**src/rtl/score_update_arbiter_pkg.sv**
```systemverilog
// -----------------------------------------------------------------------------
// score_update_arbiter_pkg
//   Constants shared by the score update arbiter and its adder.
//   - SCORE_W    : width of a score and of a points value. The shared
//                  ripple-carry adder is built for this width.
//   - SCORE_MAX  : saturation value, 2**SCORE_W - 1.
//   - ST_*       : FSM state encodings.
//   - player_onehot() : converts a player index into a one-hot pair.
// -----------------------------------------------------------------------------
package score_update_arbiter_pkg;

    localparam int              SCORE_W   = 6;
    localparam logic [SCORE_W-1:0] SCORE_MAX = 6'd63;

    localparam logic [1:0] ST_IDLE = 2'd0;
    localparam logic [1:0] ST_ADD  = 2'd1;
    localparam logic [1:0] ST_ACK  = 2'd2;

    function automatic logic [1:0] player_onehot(input logic player);
        return player ? 2'b10 : 2'b01;
    endfunction

endpackage

```
**src/rtl/score_update_arbiter_rca.sv**
```systemverilog
// -----------------------------------------------------------------------------
// score_update_arbiter_rca
//   Ripple-carry adder of SCORE_W bits. Each bit is a plain full adder; the
//   carry ripples from bit 0 upward. The carry out of the top bit is the
//   overflow the arbiter uses to decide saturation.
//
// Ports
//   a     in   SCORE_W   operand A
//   b     in   SCORE_W   operand B
//   cin   in   1         carry into bit 0
//   sum   out  SCORE_W   a + b + cin, truncated
//   cout  out  1         carry out of bit SCORE_W-1
// -----------------------------------------------------------------------------
module score_update_arbiter_rca
    import score_update_arbiter_pkg::*;
(
    input  logic [SCORE_W-1:0] a,
    input  logic [SCORE_W-1:0] b,
    input  logic               cin,
    output logic [SCORE_W-1:0] sum,
    output logic               cout
);

    logic [SCORE_W-1:0] carry;

    genvar i;
    generate
        for (i = 0; i < SCORE_W; i++) begin : g_bit
            logic c_in_bit;
            if (i == 0) begin : g_lsb
                assign c_in_bit = cin;
            end else begin : g_upper
                assign c_in_bit = carry[i-1];
            end
            assign sum[i]   = a[i] ^ b[i] ^ c_in_bit;
            assign carry[i] = (a[i] & b[i]) | (c_in_bit & (a[i] ^ b[i]));
        end
    endgenerate

    assign cout = carry[SCORE_W-1];

endmodule

```
**src/rtl/score_update_arbiter.sv**
```systemverilog
// -----------------------------------------------------------------------------
// score_update_arbiter
//   Shares one SCORE_W-bit ripple-carry adder between two player hit-scoring
//   units. Score-increment requests are serialised with round-robin
//   arbitration and a req/ack handshake; each running score saturates at
//   SCORE_MAX and sets a sticky saturation flag.
//
//   state | meaning
//   ------+---------------------------------------------------------------
//   IDLE  | waiting for a request; on any req, grant and latch operands
//   ADD   | adder settles on op_a/op_b; result written at the exiting edge
//   ACK   | ack[grant] high for one cycle; round-robin pointer advances
//
// Ports
//   clk     in   1        system clock, rising edge
//   reset   in   1        synchronous active-high reset
//   clear   in   1        synchronous clear of both scores (new song)
//   req     in   2        req[p]: player p requests an add, held until ack[p]
//   pts0    in   6        points for player 0, stable while req[0] is high
//   pts1    in   6        points for player 1, stable while req[1] is high
//   ack     out  2        one-cycle pulse: player p's add has completed
//   score0  out  6        player 0 running score
//   score1  out  6        player 1 running score
//   sat     out  2        sticky: player p's score has saturated
//   busy    out  1        high whenever the FSM is not IDLE
// -----------------------------------------------------------------------------
module score_update_arbiter
    import score_update_arbiter_pkg::*;
(
    input  logic               clk,
    input  logic               reset,
    input  logic               clear,
    input  logic [1:0]         req,
    input  logic [SCORE_W-1:0] pts0,
    input  logic [SCORE_W-1:0] pts1,
    output logic [1:0]         ack,
    output logic [SCORE_W-1:0] score0,
    output logic [SCORE_W-1:0] score1,
    output logic [1:0]         sat,
    output logic               busy
);

    logic [1:0]         state;
    logic               grant;
    logic               grant_next;
    logic               rr_ptr;
    logic [SCORE_W-1:0] op_a;
    logic [SCORE_W-1:0] op_b;
    logic [SCORE_W-1:0] add_sum;
    logic               add_cout;

    score_update_arbiter_rca u_adder (
        .a    (op_a),
        .b    (op_b),
        .cin  (1'b0),
        .sum  (add_sum),
        .cout (add_cout)
    );

    // A lone request wins outright; a tie goes to the round-robin pointer.
    always_comb begin
        grant_next = req[1];
        if (req == 2'b11) begin
            grant_next = rr_ptr;
        end
    end

    always_ff @(posedge clk) begin
        if (reset) begin
            state  <= ST_IDLE;
            grant  <= 1'b0;
            rr_ptr <= 1'b0;
            op_a   <= '0;
            op_b   <= '0;
            score0 <= '0;
            score1 <= '0;
            sat    <= 2'b00;
        end else if (clear) begin
            // rr_ptr is deliberately left alone so fairness carries over songs.
            state  <= ST_IDLE;
            score0 <= '0;
            score1 <= '0;
            sat    <= 2'b00;
        end else begin
            case (state)
                ST_IDLE: begin
                    if (req != 2'b00) begin
                        grant <= grant_next;
                        op_a  <= grant_next ? score1 : score0;
                        op_b  <= grant_next ? pts1   : pts0;
                        state <= ST_ADD;
                    end
                end

                ST_ADD: begin
                    // Carry out of the top bit means the true sum exceeds
                    // SCORE_MAX, so clamp and flag.
                    if (grant) begin
                        score1 <= add_cout ? SCORE_MAX : add_sum;
                    end else begin
                        score0 <= add_cout ? SCORE_MAX : add_sum;
                    end
                    if (add_cout) begin
                        sat[grant] <= 1'b1;
                    end
                    state <= ST_ACK;
                end

                ST_ACK: begin
                    rr_ptr <= ~grant;
                    state  <= ST_IDLE;
                end

                default: begin
                    state <= ST_IDLE;
                end
            endcase
        end
    end

    // ack is decoded from the state register, so it is exactly one cycle
    // wide and can only ever name the single granted player.
    assign ack  = (state == ST_ACK) ? player_onehot(grant) : 2'b00;
    assign busy = (state != ST_IDLE);

endmodule
```
**config.mk**
```make
export PLATFORM = sky130hd
export DESIGN_NAME = score_update_arbiter
export DESIGN_NICKNAME = d
export VERILOG_FILES = /design/src/rtl/score_update_arbiter_pkg.sv /design/src/rtl/score_update_arbiter_rca.sv /design/src/rtl/score_update_arbiter.sv
export SDC_FILE = /design/constraint.sdc
export NUM_CORES = 1
export LEC_CHECK = 0
export BUFFER_PORTS_ARGS = -buffer_cell sky130_fd_sc_hd__buf_2
export CAP_MARGIN = 20
export CORE_MARGIN = 8
export CORE_UTILIZATION = 42
export CTS_CLUSTER_SIZE = 8
export DETAILED_ROUTE_END_ITERATION = 10
export GPL_TIMING_DRIVEN = 0
export PLACE_DENSITY = 0.78
export SLEW_MARGIN = 40
export SYNTH_ARGS = -nofsm -noshare
export SYNTH_HDL_FRONTEND = slang
export SYNTH_SLANG_ARGS = --single-unit
```
**constraint.sdc**
```tcl
create_clock -name clk -period 2.69 [get_ports clk]
set_input_delay 0.269 -clock clk [delete_from_list [all_inputs] [get_ports clk]]
set_output_delay 0.269 -clock clk [all_outputs]
set_load 0.02 [all_outputs]
```
Word-level counts from Yosys, hierarchy flattened
Cells that the tools add are included.
{"block": "classes", "n_reduce_logical": 10, "div": 0, "n_addsub": 0, "bitwise_logic": 30, "multipliers": 0, "order_cmp": 2, "n_eq_ne": 4, "n_mux": 10, "shifts": 0}
{"operator": "$mux W6", "count": 3}
{"operator": "$and A1 B1 Y1", "count": 11}
{"operator": "$xor A1 B1 Y1", "count": 11}
{"operator": "$reduce_and A2 Y1", "count": 4}
{"operator": "$mux W2", "count": 3}
{"operator": "$or A1 B1 Y1", "count": 5}
{"operator": "$eq A2 B2 Y1 const B", "count": 2}
{"operator": "$pmux W2 S2", "count": 1}
{"operator": "$reduce_bool A2 Y1", "count": 2}
{"operator": "$reduce_and A3 Y1", "count": 1}
{"operator": "$eq A2 B1 Y1 const B", "count": 1}
{"operator": "$logic_not A2 Y1", "count": 1}
{"operator": "$lt A1 B2 Y1 const B", "count": 1}
{"operator": "$mux W1", "count": 2}
{"operator": "$ne A2 B2 Y1 const B", "count": 1}
{"operator": "$not A1 Y1", "count": 2}
{"operator": "$or A2 B2 Y2", "count": 1}
{"operator": "$reduce_or A2 Y1", "count": 1}
{"operator": "$demux W1 S1", "count": 1}
{"operator": "$ge A1 B1 Y1 const B", "count": 1}
{"operator": "$logic_and A1 B1 Y1", "count": 1}
{"block": "totals", "reg_bits": 30, "romBits": 0, "ramBits": 0, "wordCells": 64, "output_inout_bits": 17, "n_memories": 0, "latchBits": 0}

Depth between registers and ports, before layout
{"block": "logic_depth", "word_depth": 12, "mapped_depth": 12}

Hierarchy
A second synthesis with hierarchy kept.
{"block": "hier_totals", "cells_unflattened": 164, "hier_area_um2": 1415.1}
{"module": "score_update_arbiter", "n_inst": 1, "area_each_um2": 1257.5, "cells_each": 148}
{"module": "score_update_arbiter_rca", "n_inst": 1, "area_each_um2": 157.7, "cells_each": 16}

Worst setup path after synthesis
No wires, ideal clock.
{"block": "synth_path", "kind": "reg2reg", "from": "reg op_a[0]", "to": "reg score0[5]", "arrival_time_ns": 2.520, "required_time_ns": 2.599, "path_slack_ns": 0.079, "stages_incl_launch_ff": 11, "setup_time_ns": 0.091, "cell_sequence": "dfxtp_1 > ha_1 > fa_1 > fa_1 > inv_1 > fa_1 > inv_1 > fa_1 > inv_1 > fa_1 > a311oi_1"}
{"block": "synth_between", "elab_chain_cells": 12, "elab_cells_between_ends": 13}
{"item": "from (decl)", "line": "score_update_arbiter.sv:47", "rtl": "logic [SCORE_W-1:0] op_a;"}
{"item": "from (signal assigned)", "line": "score_update_arbiter.sv:89", "rtl": "op_a <= grant_next ? score1 : score0;"}
{"item": "$and A1 B1 Y1 (*) (2 in a row)", "line": "score_update_arbiter_rca.sv:36", "rtl": "assign carry[i] = (a[i] & b[i]) | (c_in_bit & (a[i] ^ b[i]));"}
{"item": "$or A1 B1 Y1 (*)", "line": "score_update_arbiter_rca.sv:36"}
{"item": "$and A1 B1 Y1 (*)", "line": "score_update_arbiter_rca.sv:36"}
{"item": "$or A1 B1 Y1 (*)", "line": "score_update_arbiter_rca.sv:36"}
{"item": "$and A1 B1 Y1 (*)", "line": "score_update_arbiter_rca.sv:36"}
{"item": "$or A1 B1 Y1 (*)", "line": "score_update_arbiter_rca.sv:36"}
{"item": "$and A1 B1 Y1 (*)", "line": "score_update_arbiter_rca.sv:36"}
{"item": "$or A1 B1 Y1 (*)", "line": "score_update_arbiter_rca.sv:36"}
{"item": "$and A1 B1 Y1", "line": "score_update_arbiter_rca.sv:36"}
{"item": "$or A1 B1 Y1", "line": "score_update_arbiter_rca.sv:36"}
{"item": "$mux W6 (*)", "line": "score_update_arbiter.sv:101", "rtl": "score0 <= add_cout ? SCORE_MAX : add_sum;"}
{"item": "to (signal assigned)", "line": "score_update_arbiter.sv:101"}
{"item": "to (decl)", "line": "score_update_arbiter.sv:37", "rtl": "output logic [SCORE_W-1:0] score0,"}
Every way passes the cells marked *; elsewhere a longest branch is shown, timed or not.
A chain may end at the register's enable or synchronous reset.

Worst setup path after layout
{"block": "layout_path", "from": "reg op_a[0]", "to": "reg score1[5]"}
{"block": "layout_between", "elab_chain_cells": 12, "elab_cells_between_ends": 13}
{"item": "$and A1 B1 Y1 (*) (2 in a row)", "line": "score_update_arbiter_rca.sv:36"}
{"item": "$or A1 B1 Y1 (*)", "line": "score_update_arbiter_rca.sv:36"}
{"item": "$and A1 B1 Y1 (*)", "line": "score_update_arbiter_rca.sv:36"}
{"item": "$or A1 B1 Y1 (*)", "line": "score_update_arbiter_rca.sv:36"}
{"item": "$and A1 B1 Y1 (*)", "line": "score_update_arbiter_rca.sv:36"}
{"item": "$or A1 B1 Y1 (*)", "line": "score_update_arbiter_rca.sv:36"}
{"item": "$and A1 B1 Y1 (*)", "line": "score_update_arbiter_rca.sv:36"}
{"item": "$or A1 B1 Y1 (*)", "line": "score_update_arbiter_rca.sv:36"}
{"item": "$and A1 B1 Y1", "line": "score_update_arbiter_rca.sv:36"}
{"item": "$or A1 B1 Y1", "line": "score_update_arbiter_rca.sv:36"}
{"item": "$mux W6 (*)", "line": "score_update_arbiter.sv:99", "rtl": "score1 <= add_cout ? SCORE_MAX : add_sum;"}
{"item": "to (signal assigned)", "line": "score_update_arbiter.sv:99"}
{"item": "to (decl)", "line": "score_update_arbiter.sv:38", "rtl": "output logic [SCORE_W-1:0] score1,"}
Marked as above.

==> impl_results.md <==
- Status: complete, no violations
- FP Rows: 21
- Worst-Margin Slew: 0.5195 ns
- Top cells by count, synth: 30 x dfxtp_1, 20 x nor2_1, 18 x nor4_1
- Clock Tree Buf Depth: 2
- Fin util: 0.5284
- Crit end category: flop
- DRT Wirelength: 3.653 mm
- Fin cells: 243
- Total of max-cap violations: 0
- Clk Latency, worst-skew pair: 0.34 ns
- Nets: 219
- Largest area contributor in the netlist: dfxtp_1
- Final Hold Violating Endpoints: 0
- Worst path required time: 2.94 ns
- Crit path max fanout: 2
- Initial antenna violation count: 0
- Cell area after synthesis: 1406 sq um
- Max Freq: 379.6 MHz
- CTS tree: yes
- CTS buffer count: 5
- Top post-synthesis cells by area: dfxtp_1 43%, nor4_1 8.0%, fa_1 7.1%
- TNS Setup: 0 ns
- Mapped Cells: 155
- Pleak: 0.6740 nW
- Max H-tree Level: 2
- Crit start category: flop
- Io pins: 34
- WL per Instance: 15.03 microns
- Most frequent cell after synthesis: dfxtp_1
- Vias: 1277
- Period minus WS final: 2.635 ns
- GPL Wtd Cong: 0.8188
- Clk slew on worst S/H paths: 0.09 ns
- First-pass GRT wire length: 6.092 mm
- Die Wd: 73.87 microns
- Vias in the first global route: 1301
- Post-synth ARST share: 0
- Syn Area/Cell: 9.073 sq um
- Flop and latch count out of synthesis: 30
- Placed Area: 1629 sq um
- Synth cell types: 25
- R2r setup slk: 0.06 ns
- Peak supply drop: 0.2856 mV
- Final instance area: 1735 sq um
- GRT Total Usage: 0.1460
- Hold crit path type: primary input to flop
- Die area: 5456 sq um
- Initial DRC Count: 81
- Hold_buf cts: 0
- Clock Sinks: 30
- Top-area cell type share of the netlist area: 0.4270
- Post-Syn Nets: 178
- Crit path DAT: 2.88 ns
- Ratio of cells with drive above 1 in the final layout: 0.3350
- HPWL Detailed: 2.734 mm
- Initial core utilization: 0.4282
- Dpl cells: 234
- Number of routed nets with antenna violations: 0
- Die height: 73.87 microns
- Finish-stage setup viols: 0
- I/O Buffers: 33
- Unrepaired setup endpoints after global routing: yes
- Layout Skew: 0.009307 ns
- Post-route DRC: 0
- Ys flop type: dfxtp_1
- Drt via density: 5.255
- Final global-route overflow total: 0
- DR pass1 iterations: 4
- Yosys Warn Count: 0
- Layout fillers: 316
- Slew HR: 0.6529
- Core area: 3284 sq um
- CTS root buf: clkbuf_4
- Inserted Diodes: 0
- Synth-to-Final Area Change: 23.40%
- Fin. max-slew vios: 0
- Kind of critical path: flop to flop
- Cell Pwr Density: 534.9 nW/um^2
- Pin count of the biggest net entering global routing: 11
- Post-synthesis sequential area ratio: 0.4270
- Number of synthesized flops with an enable pin: 0
- Period utilization: 0.9794
[flip-flops by register name, summed over array words and instances, names as in the netlist]
| signal | cells |
|---|---|
| rr_ptr | 1 |
| op_a | 6 |
| sat | 2 |
| op_b | 6 |
| score0 | 6 |
| grant | 1 |
| state | 2 |
| score1 | 6 |
[metrics by stage]
step	setup slack (ns)	power, mW	hold WS [ns]
2_1_floorplan	0.07868	0.5907	0.3475
3_5_place_dp	-0.1758	0.6420	0.4658
4_1_cts	0.03412	0.9339	0.1794
3_3_place_gp	-0.1056	0.6387	0.4506
6_report	0.05548	0.9283	0.1846
5_1_grt	-0.02730	0.9780	0.1846
[path summary, 6_finish.rpt]
kind,startpoint,end,cells past startpoint
worst max-delay path,op_a[0]$_SDFFE_PP0P_,score1[5]$_SDFFE_PP0P_,10
worst min-delay path,reset,op_b[0]$_SDFFE_PP0P_,2
worst max register to register,op_a[0]$_SDFFE_PP0P_,score1[5]$_SDFFE_PP0P_,10
worst min register to register,sat[1]$_SDFFE_PP0P_,sat[1]$_SDFFE_PP0P_,2
[cell usage in the layout (no fill, tap or decap), drive strengths merged, types with 2 or more instances in the layout]
cell type,synthesis,layout
buf,4,38
clkbuf,10,17
a2111oi,4,4
a311oi,4,4
nor3,12,12
or2,3,3
dfxtp,30,30
and3b,2,2
a211oi,10,10
a21oi,11,11
nor2,20,20
or3,2,2
fa,5,5
nor3b,4,4
inv,10,10
nor4,18,18
[final cells by class]
| cell class | count | area [sq um] | share of cell area |
|---|---|---|---|
| Clock inverter | 1 | 5.005 | 0.002884 |
| Tap cell | 46 | 57.56 | 0.03317 |
| Sequential cell | 30 | 603.1 | 0.3475 |
| Clock buffer | 7 | 55.05 | 0.03172 |
| Inverter | 10 | 37.54 | 0.02163 |
| Multi-Input combinational cell | 101 | 725.7 | 0.4182 |
| Timing Repair Buffer | 34 | 172.7 | 0.09950 |
| Buffer | 14 | 78.83 | 0.04542 |
[metal layers]
layer  GRT usage  vias up  part of all wire
met5           0        -                 0
met4     0.05987        0             0.013
met3     0.05321        6             0.055
met2      0.2215       29              0.45
met1      0.1807      595              0.48
li1            -      647                 -
[worst max-delay path, cell delays in order (launching register included)]
cell	delay [ns]
dfxtp_2	0.35
ha_4	0.16
fa_2	0.34
fa_2	0.36
inv_2	0.06
fa_2	0.18
inv_2	0.03
fa_2	0.33
inv_2	0.07
fa_2	0.45
a311oi_2	0.21
[timing repair]
action                                  in CTS  in global routing
endpoints found under the setup margin      12                  9
pin swaps                                    3                  0
setup buffers                                1                  0
gates resized for setup                      9                  7
[power by group]
part           switching [mW]  internal [mW]
sequential             0.0153          0.465
clock                   0.157          0.126
combinational          0.0963         0.0679
[kinds of logic after synthesis]
group / synth area share
adder cells (fa/ha/maj): 0.08007
AO/OA/AOI/OAI: 0.1592
flip-flops: 0.4270
AND/OR/NAND/NOR: 0.2509
buffers and inverters: 0.08275
Note: power is estimated with default switching activity, not from simulation.
